`config.mk`:
```
export PLATFORM = sky130hd
export DESIGN_NAME = aud_dsp
export DESIGN_NICKNAME = d
export VERILOG_FILES = /design/src/rtl/aud_dsp.sv
export SDC_FILE = /design/constraint.sdc
export NUM_CORES = 1
export LEC_CHECK = 0
export ABC_AREA = 1
export CAP_MARGIN = 15
export CORE_UTILIZATION = 30
export CTS_CLUSTER_DIAMETER = 40
export CTS_CLUSTER_SIZE = 16
export DETAILED_ROUTE_END_ITERATION = 7
export PLACE_DENSITY = 0.43
export SLEW_MARGIN = 0
export SYNTH_ARGS = -nofsm -noshare
export SYNTH_HDL_FRONTEND = slang
export SYNTH_SLANG_ARGS = --single-unit
```
`constraint.sdc`:
```
create_clock -name i_clk -period 78.5 [get_ports i_clk]
set_clock_uncertainty 0.05 [all_clocks]
set_input_delay 15.7 -clock i_clk [delete_from_list [all_inputs] [get_ports i_clk]]
set_output_delay 15.7 -clock i_clk [all_outputs]
set_load 0.01 [all_outputs]
```
`src/rtl/aud_dsp.sv`:
```
// aud_dsp: playback sample generator feeding the I2S DAC serializer.
// Produces one 16-bit signed sample per LRC frame from the audio SRAM.
// Speed control: fast (sample skip), slow-constant (sample hold) and
// slow-linear (interpolation between the previous and current sample).
module aud_dsp #(
  parameter int ADDR_W = 20
) (
  input  logic              i_clk,
  input  logic              i_rst_n,
  input  logic              i_start,
  input  logic              i_pause,
  input  logic              i_stop,
  input  logic              i_fast,
  input  logic              i_slow_0,
  input  logic              i_slow_1,
  input  logic [2:0]        i_speed,
  input  logic              i_daclrck,
  input  logic [ADDR_W-1:0] i_end_addr,
  input  logic [15:0]       i_sram_data,
  output logic [ADDR_W-1:0] o_sram_addr,
  output logic [15:0]       o_dac_data,
  output logic              o_en,
  output logic [2:0]        o_state
);

  typedef enum logic [2:0] {
    S_IDLE  = 3'd0,
    S_WAIT  = 3'd1,
    S_FETCH = 3'd2,
    S_CALC  = 3'd3,
    S_PAUSE = 3'd4
  } state_t;

  state_t r_state;
  state_t w_stateNext;
  logic   w_en;

  // The address register is one bit wider than the SRAM address so that a
  // step past the top of memory still compares as beyond the end address.
  logic [ADDR_W:0]    r_addr;
  logic [2:0]         r_k;
  logic signed [15:0] r_prev;
  logic signed [15:0] r_cur;
  logic signed [15:0] r_dacData;
  logic               r_pausePend;
  logic               r_lrcD;

  logic               w_lrcRise;
  logic               w_beyond;
  logic               w_modeFast;
  logic               w_modeSlow1;
  logic               w_modeSlow0;
  logic               w_modeSlow;
  logic [3:0]         w_n;
  logic [2:0]         w_kEff;
  logic               w_groupEnd;
  logic [3:0]         w_kPlus1;
  logic signed [16:0] w_diff;
  logic signed [19:0] w_prod;
  logic signed [19:0] w_quot;
  logic signed [15:0] w_interp;
  logic signed [15:0] w_calcOut;
  logic [ADDR_W:0]    w_addrStep;
  logic [ADDR_W:0]    w_addrSum;
  logic [2:0]         w_kNext;
  logic signed [15:0] w_prevNext;
  logic               w_unused;

  assign w_lrcRise = ~r_lrcD & i_daclrck;
  assign w_beyond  = r_addr > {1'b0, i_end_addr};

  // Mode priority: fast, then linear slow, then constant slow, then normal.
  assign w_modeFast  = i_fast;
  assign w_modeSlow1 = ~i_fast & i_slow_1;
  assign w_modeSlow0 = ~i_fast & ~i_slow_1 & i_slow_0;
  assign w_modeSlow  = w_modeSlow1 | w_modeSlow0;

  // N = speed + 1, so N-1 is simply i_speed. A k left over from a larger N
  // is clamped to the last frame of the group.
  assign w_n        = {1'b0, i_speed} + 4'd1;
  assign w_kEff     = (r_k > i_speed) ? i_speed : r_k;
  assign w_groupEnd = (w_kEff == i_speed);
  assign w_kPlus1   = {1'b0, w_kEff} + 4'd1;

  // Linear interpolation: prev + (cur - prev) * (k+1) / N, signed division
  // truncating toward zero. The quotient always lies between 0 and the
  // difference, so its low 16 bits added to prev give the exact result.
  assign w_diff   = {r_cur[15], r_cur} - {r_prev[15], r_prev};
  assign w_prod   = {{3{w_diff[16]}}, w_diff} * $signed({16'd0, w_kPlus1});
  assign w_quot   = w_prod / $signed({16'd0, w_n});
  assign w_interp = r_prev + w_quot[15:0];
  assign w_unused = ^w_quot[19:16];

  assign w_calcOut = w_modeSlow1 ? w_interp : r_cur;

  // Per-frame address step, plus next k / prev for the slow group counter.
  always_comb begin
    w_addrStep = '0;
    w_kNext    = 3'd0;
    w_prevNext = r_cur;
    if (w_modeFast) begin
      w_addrStep = (ADDR_W+1)'(w_n);
    end else if (w_modeSlow) begin
      if (w_groupEnd) begin
        w_addrStep = (ADDR_W+1)'(1);
      end else begin
        w_kNext    = w_kEff + 3'd1;
        w_prevNext = r_prev;
      end
    end else begin
      w_addrStep = (ADDR_W+1)'(1);
    end
  end

  assign w_addrSum = r_addr + w_addrStep;

  // State register.
  always_ff @(posedge i_clk or negedge i_rst_n) begin
    if (!i_rst_n) begin
      r_state <= S_IDLE;
    end else begin
      r_state <= w_stateNext;
    end
  end

  // Next-state and serializer enable; stop overrides every other request.
  always_comb begin
    w_stateNext = r_state;
    w_en        = 1'b0;
    case (r_state)
      S_IDLE: begin
        if (i_start) begin
          w_stateNext = S_WAIT;
        end
      end
      S_WAIT: begin
        w_en = 1'b1;
        if (w_lrcRise) begin
          if (w_beyond) begin
            w_stateNext = S_IDLE;
          end else if (r_pausePend) begin
            w_stateNext = S_PAUSE;
          end else begin
            w_stateNext = S_FETCH;
          end
        end
      end
      S_FETCH: begin
        w_en        = 1'b1;
        w_stateNext = S_CALC;
      end
      S_CALC: begin
        w_en        = 1'b1;
        w_stateNext = S_WAIT;
      end
      S_PAUSE: begin
        if (i_start) begin
          w_stateNext = S_WAIT;
        end
      end
      default: begin
        w_stateNext = S_IDLE;
      end
    endcase
    if (i_stop) begin
      w_stateNext = S_IDLE;
    end
  end

  // Datapath registers: address, slow-group index, samples and pause request.
  always_ff @(posedge i_clk or negedge i_rst_n) begin
    if (!i_rst_n) begin
      r_addr      <= '0;
      r_k         <= 3'd0;
      r_prev      <= '0;
      r_cur       <= '0;
      r_dacData   <= '0;
      r_pausePend <= 1'b0;
      r_lrcD      <= 1'b0;
    end else begin
      r_lrcD <= i_daclrck;
      if (i_stop) begin
        r_addr      <= '0;
        r_k         <= 3'd0;
        r_prev      <= '0;
        r_dacData   <= '0;
        r_pausePend <= 1'b0;
      end else begin
        case (r_state)
          S_IDLE: begin
            if (i_start) begin
              r_addr      <= '0;
              r_k         <= 3'd0;
              r_prev      <= '0;
              r_pausePend <= 1'b0;
            end
          end
          S_WAIT: begin
            if (w_lrcRise && w_beyond) begin
              r_dacData <= '0;
            end
            if (w_lrcRise && !w_beyond && r_pausePend) begin
              r_pausePend <= 1'b0;
            end else if (i_pause) begin
              r_pausePend <= 1'b1;
            end
          end
          S_FETCH: begin
            r_cur <= i_sram_data;
            if (i_pause) begin
              r_pausePend <= 1'b1;
            end
          end
          S_CALC: begin
            r_dacData <= w_calcOut;
            r_addr    <= w_addrSum;
            r_k       <= w_kNext;
            r_prev    <= w_prevNext;
            if (i_pause) begin
              r_pausePend <= 1'b1;
            end
          end
          default: begin
          end
        endcase
      end
    end
  end

  assign o_sram_addr = r_addr[ADDR_W-1:0];
  assign o_dac_data  = r_dacData;
  assign o_en        = w_en;
  assign o_state     = r_state;

endmodule
```
==> results.json <==
{
  "outcome": "finished, final reports clean",
  "drt_iter0_markers": 908,
  "routed_wl_um": 52100,
  "yosys-top-cells-area": "nand2_1 (15%), ha_1 (12%), dfrtp_1 (12%), inv_1 (11%), nand3_1 (7.0%)",
  "grt_pass1_vias": 16323,
  "fp.dieArea_mm2": 0.0567,
  "gp_congestion": 0.879,
  "syn_inst": 2760,
  "cp_common_cell": "nand2_1",
  "ys_seq_area_frac": 0.115,
  "track_usage": 0.184,
  "nets": 3051,
  "ys_async_sr_fraction": 1.00,
  "yosysTopAreaCellShare": 0.153,
  "max_freq_mhz": 16.4,
  "die_h_um": 238,
  "clkTransAtPathRegs_ns": 0.06,
  "slew_viol_final": 0,
  "synth_common_cells": "nand2_1 (681), inv_1 (483), nor2_1 (272)",
  "cts_inserted_buffers": 9,
  "synth.distinct_cells": 66,
  "worst_setup_path_start_kind": "input pin",
  "grt_overflow": 0,
  "synth_edf_count": 0,
  "cp-end-kind": "flip-flop",
  "wl_per_cell_um": 14.6,
  "post-cts-setup-buffers": 0,
  "min_period_ns": 60.98,
  "yosysTopAreaCell": "nand2_1",
  "fillerInstances": 6218,
  "setup_viol": 0,
  "worst_pin_slew_ns": 1.13,
  "place.port_buffers": 87,
  "viasPerCell": 4.79,
  "max_slew_margin": 0.245,
  "synthesis.nets": 3001,
  "critPathKind": "in2reg",
  "min_period_over_period": 0.777,
  "layout-drive-gt1-share": 0.0746,
  "worstPathMaxFanout": 23,
  "yosysWarnings": 0,
  "cts_sinks": 77,
  "io_pins": 88,
  "syn_area_per_cell_um2": 6.06,
  "num_vias": 17054,
  "ys.flop_type": "dfrtp_1",
  "root_buffer": "clkbuf_16",
  "crit_slowest_cell": "clkdlybuf4s50_1",
  "hold_violations": 0,
  "yosysMostFrequentCell": "nand2_1",
  "ant_nets": 0,
  "cts_buffer_depth": 2,
  "core_area_mm2": 0.0551,
  "ctsHtreeMaxLevel": 3,
  "holdBufCountCts": 0,
  "grt_first_pass_wirelength_um": 84900,
  "drc_errors": 0,
  "timing.setup.tns_ns": 0,
  "maxCapViolCount": 0,
  "fp.dieW_um": 238,
  "hp-class": "reg2reg",
  "initial_core_util": 0.304,
  "antenna_found_initial": 0,
  "grt_max_degree": 76,
  "rsz0062_at_grt": "no",
  "dp_hpwl_um": 43700,
  "synth.cell_area_mm2": 0.0167,
  "arrival_ns": 61.21,
  "diodes": 0,
  "rows": 86,
  "cts_tree": "yes",
  "cts_resized": 0,
  "max_stage_delay_ns": 0.63,
  "worstPathRequired_ns": 78.73,
  "insertion_delay_ns": 0.34,
  "synth_seq_cells": 77,
  "drtPass1Iterations": 5,
  "syn_to_final_growth_pct": 10.6
}
-- stage by stage --
| step | utilization | instances | hold slack, ns | setup slack (ns) | cell area [um^2] |
|---|---|---|---|---|---|
| finish | 0.336 | 3563 | 0.441 | 17.52 | 18500 |
| global route | 0.336 | 3563 | 0.476 | 11.47 | 18500 |
| detailed placement | 0.330 | 3547 | 0.430 | 17.24 | 18200 |
| global placement | 0.330 | 3547 | 0.422 | 18.75 | 18200 |
| floorplan | - | 2760 | 0.436 | 24.71 | 16700 |
| CTS | 0.336 | 3563 | 0.445 | 17.44 | 18500 |
-- flip-flops by register name, indices dropped and copies added (netlist names) --
register	flops
r_pausePend	1
o_state	3
r_addr	21
r_prev	16
r_k	3
o_dac_data	16
r_lrcD	1
r_cur	16
-- layout by cell type (no fill, tap or decap), types with 9 or more instances in the layout --
| cell | netlist | layout |
|---|---|---|
| fa_1 | 36 | 36 |
| nand3b_1 | 10 | 10 |
| nor2_1 | 272 | 271 |
| o21bai_1 | 17 | 17 |
| nand3_1 | 234 | 234 |
| nand2_2 | 41 | 41 |
| inv_1 | 483 | 483 |
| clkdlybuf4s50_1 | 0 | 86 |
| nor2_4 | 11 | 11 |
| xor2_1 | 82 | 82 |
| a21o_1 | 9 | 9 |
| nand2_4 | 14 | 14 |
| or2_2 | 12 | 12 |
| inv_2 | 28 | 28 |
| dfrtp_1 | 77 | 77 |
| clkbuf_16 | 0 | 9 |
| o21ai_1 | 24 | 24 |
| nor3_1 | 39 | 39 |
| o31ai_1 | 13 | 13 |
| clkinv_1 | 9 | 9 |
| a21oi_1 | 108 | 108 |
| buf_4 | 22 | 10 |
| nand2_1 | 681 | 681 |
| o21ai_0 | 122 | 122 |
| ha_1 | 157 | 157 |
| nand4_1 | 63 | 63 |
| xnor2_1 | 29 | 28 |
| nand3_2 | 16 | 16 |
| nor2_2 | 23 | 24 |
-- routing by layer --
| layer | vias to the layer above | track usage | part of all wire |
|---|---|---|---|
| met4 | 0 | 0.0342 | 0.013 |
| li1 | 8931 | - | - |
| met1 | 7812 | 0.255 | 0.49 |
| met3 | 34 | 0.0102 | 0.028 |
| met5 | - | 0 | 0 |
| met2 | 277 | 0.315 | 0.47 |
-- layout make-up --
type                    instances  area, um^2  share of cell area
well taps                     748         936              0.0506
clock buffers                  13         260              0.0141
clock inverters                 3        43.8             0.00237
multi-input cells            2104       12400               0.672
inverters                     522        1970               0.106
repair buffers                 96         936              0.0506
flip-flops and latches         77        1930               0.104
-- worst paths after layout --
check | from | endpoint | slack [ns] | cells past startpoint
max | i_speed[2] | o_dac_data[15]$_DFFE_PN0P_ | 17.52 | 270
min | o_dac_data[4]$_DFFE_PN0P_ | o_dac_data[4]$_DFFE_PN0P_ | 0.44 | 2
max reg2reg | r_prev[1]$_DFFE_PN0P_ | o_dac_data[15]$_DFFE_PN0P_ | 33.23 | 273
min reg2reg | o_dac_data[4]$_DFFE_PN0P_ | o_dac_data[4]$_DFFE_PN0P_ | 0.44 | 2
max in group asynchronous | i_rst_n | r_addr[0]$_DFFE_PN0P_ | 62.14 | 2
min in group asynchronous | i_rst_n | r_k[2]$_DFFE_PN0P_ | 15.09 | 1
-- cell families (layout without fill, tap and decap cells) --
kind of cell / after synthesis / in the layout / share of synthesized area
muxes: 7 / 7 / 0.00471
and+or+nand+nor: 1445 / 1445 / 0.398
AOI/OAI and AO/OA: 348 / 348 / 0.121
buffers and inverters: 579 / 634 / 0.142
DFF: 77 / 77 / 0.115
xor gates and xnor gates: 111 / 111 / 0.0581
adders and majority gates: 193 / 193 / 0.160
-- worst max-delay path, delay by kind of cell --
family | cells | cell delay, ns
simple gates | 120 | 17.25
xor+xnor | 2 | 0.33
fa+ha+maj | 27 | 8.77
buf+inv | 48 | 6.15
compound gates | 73 | 12.87
Power is not shown: default switching activity piles up to over one toggle a cycle in this logic, so the estimate is an artifact.
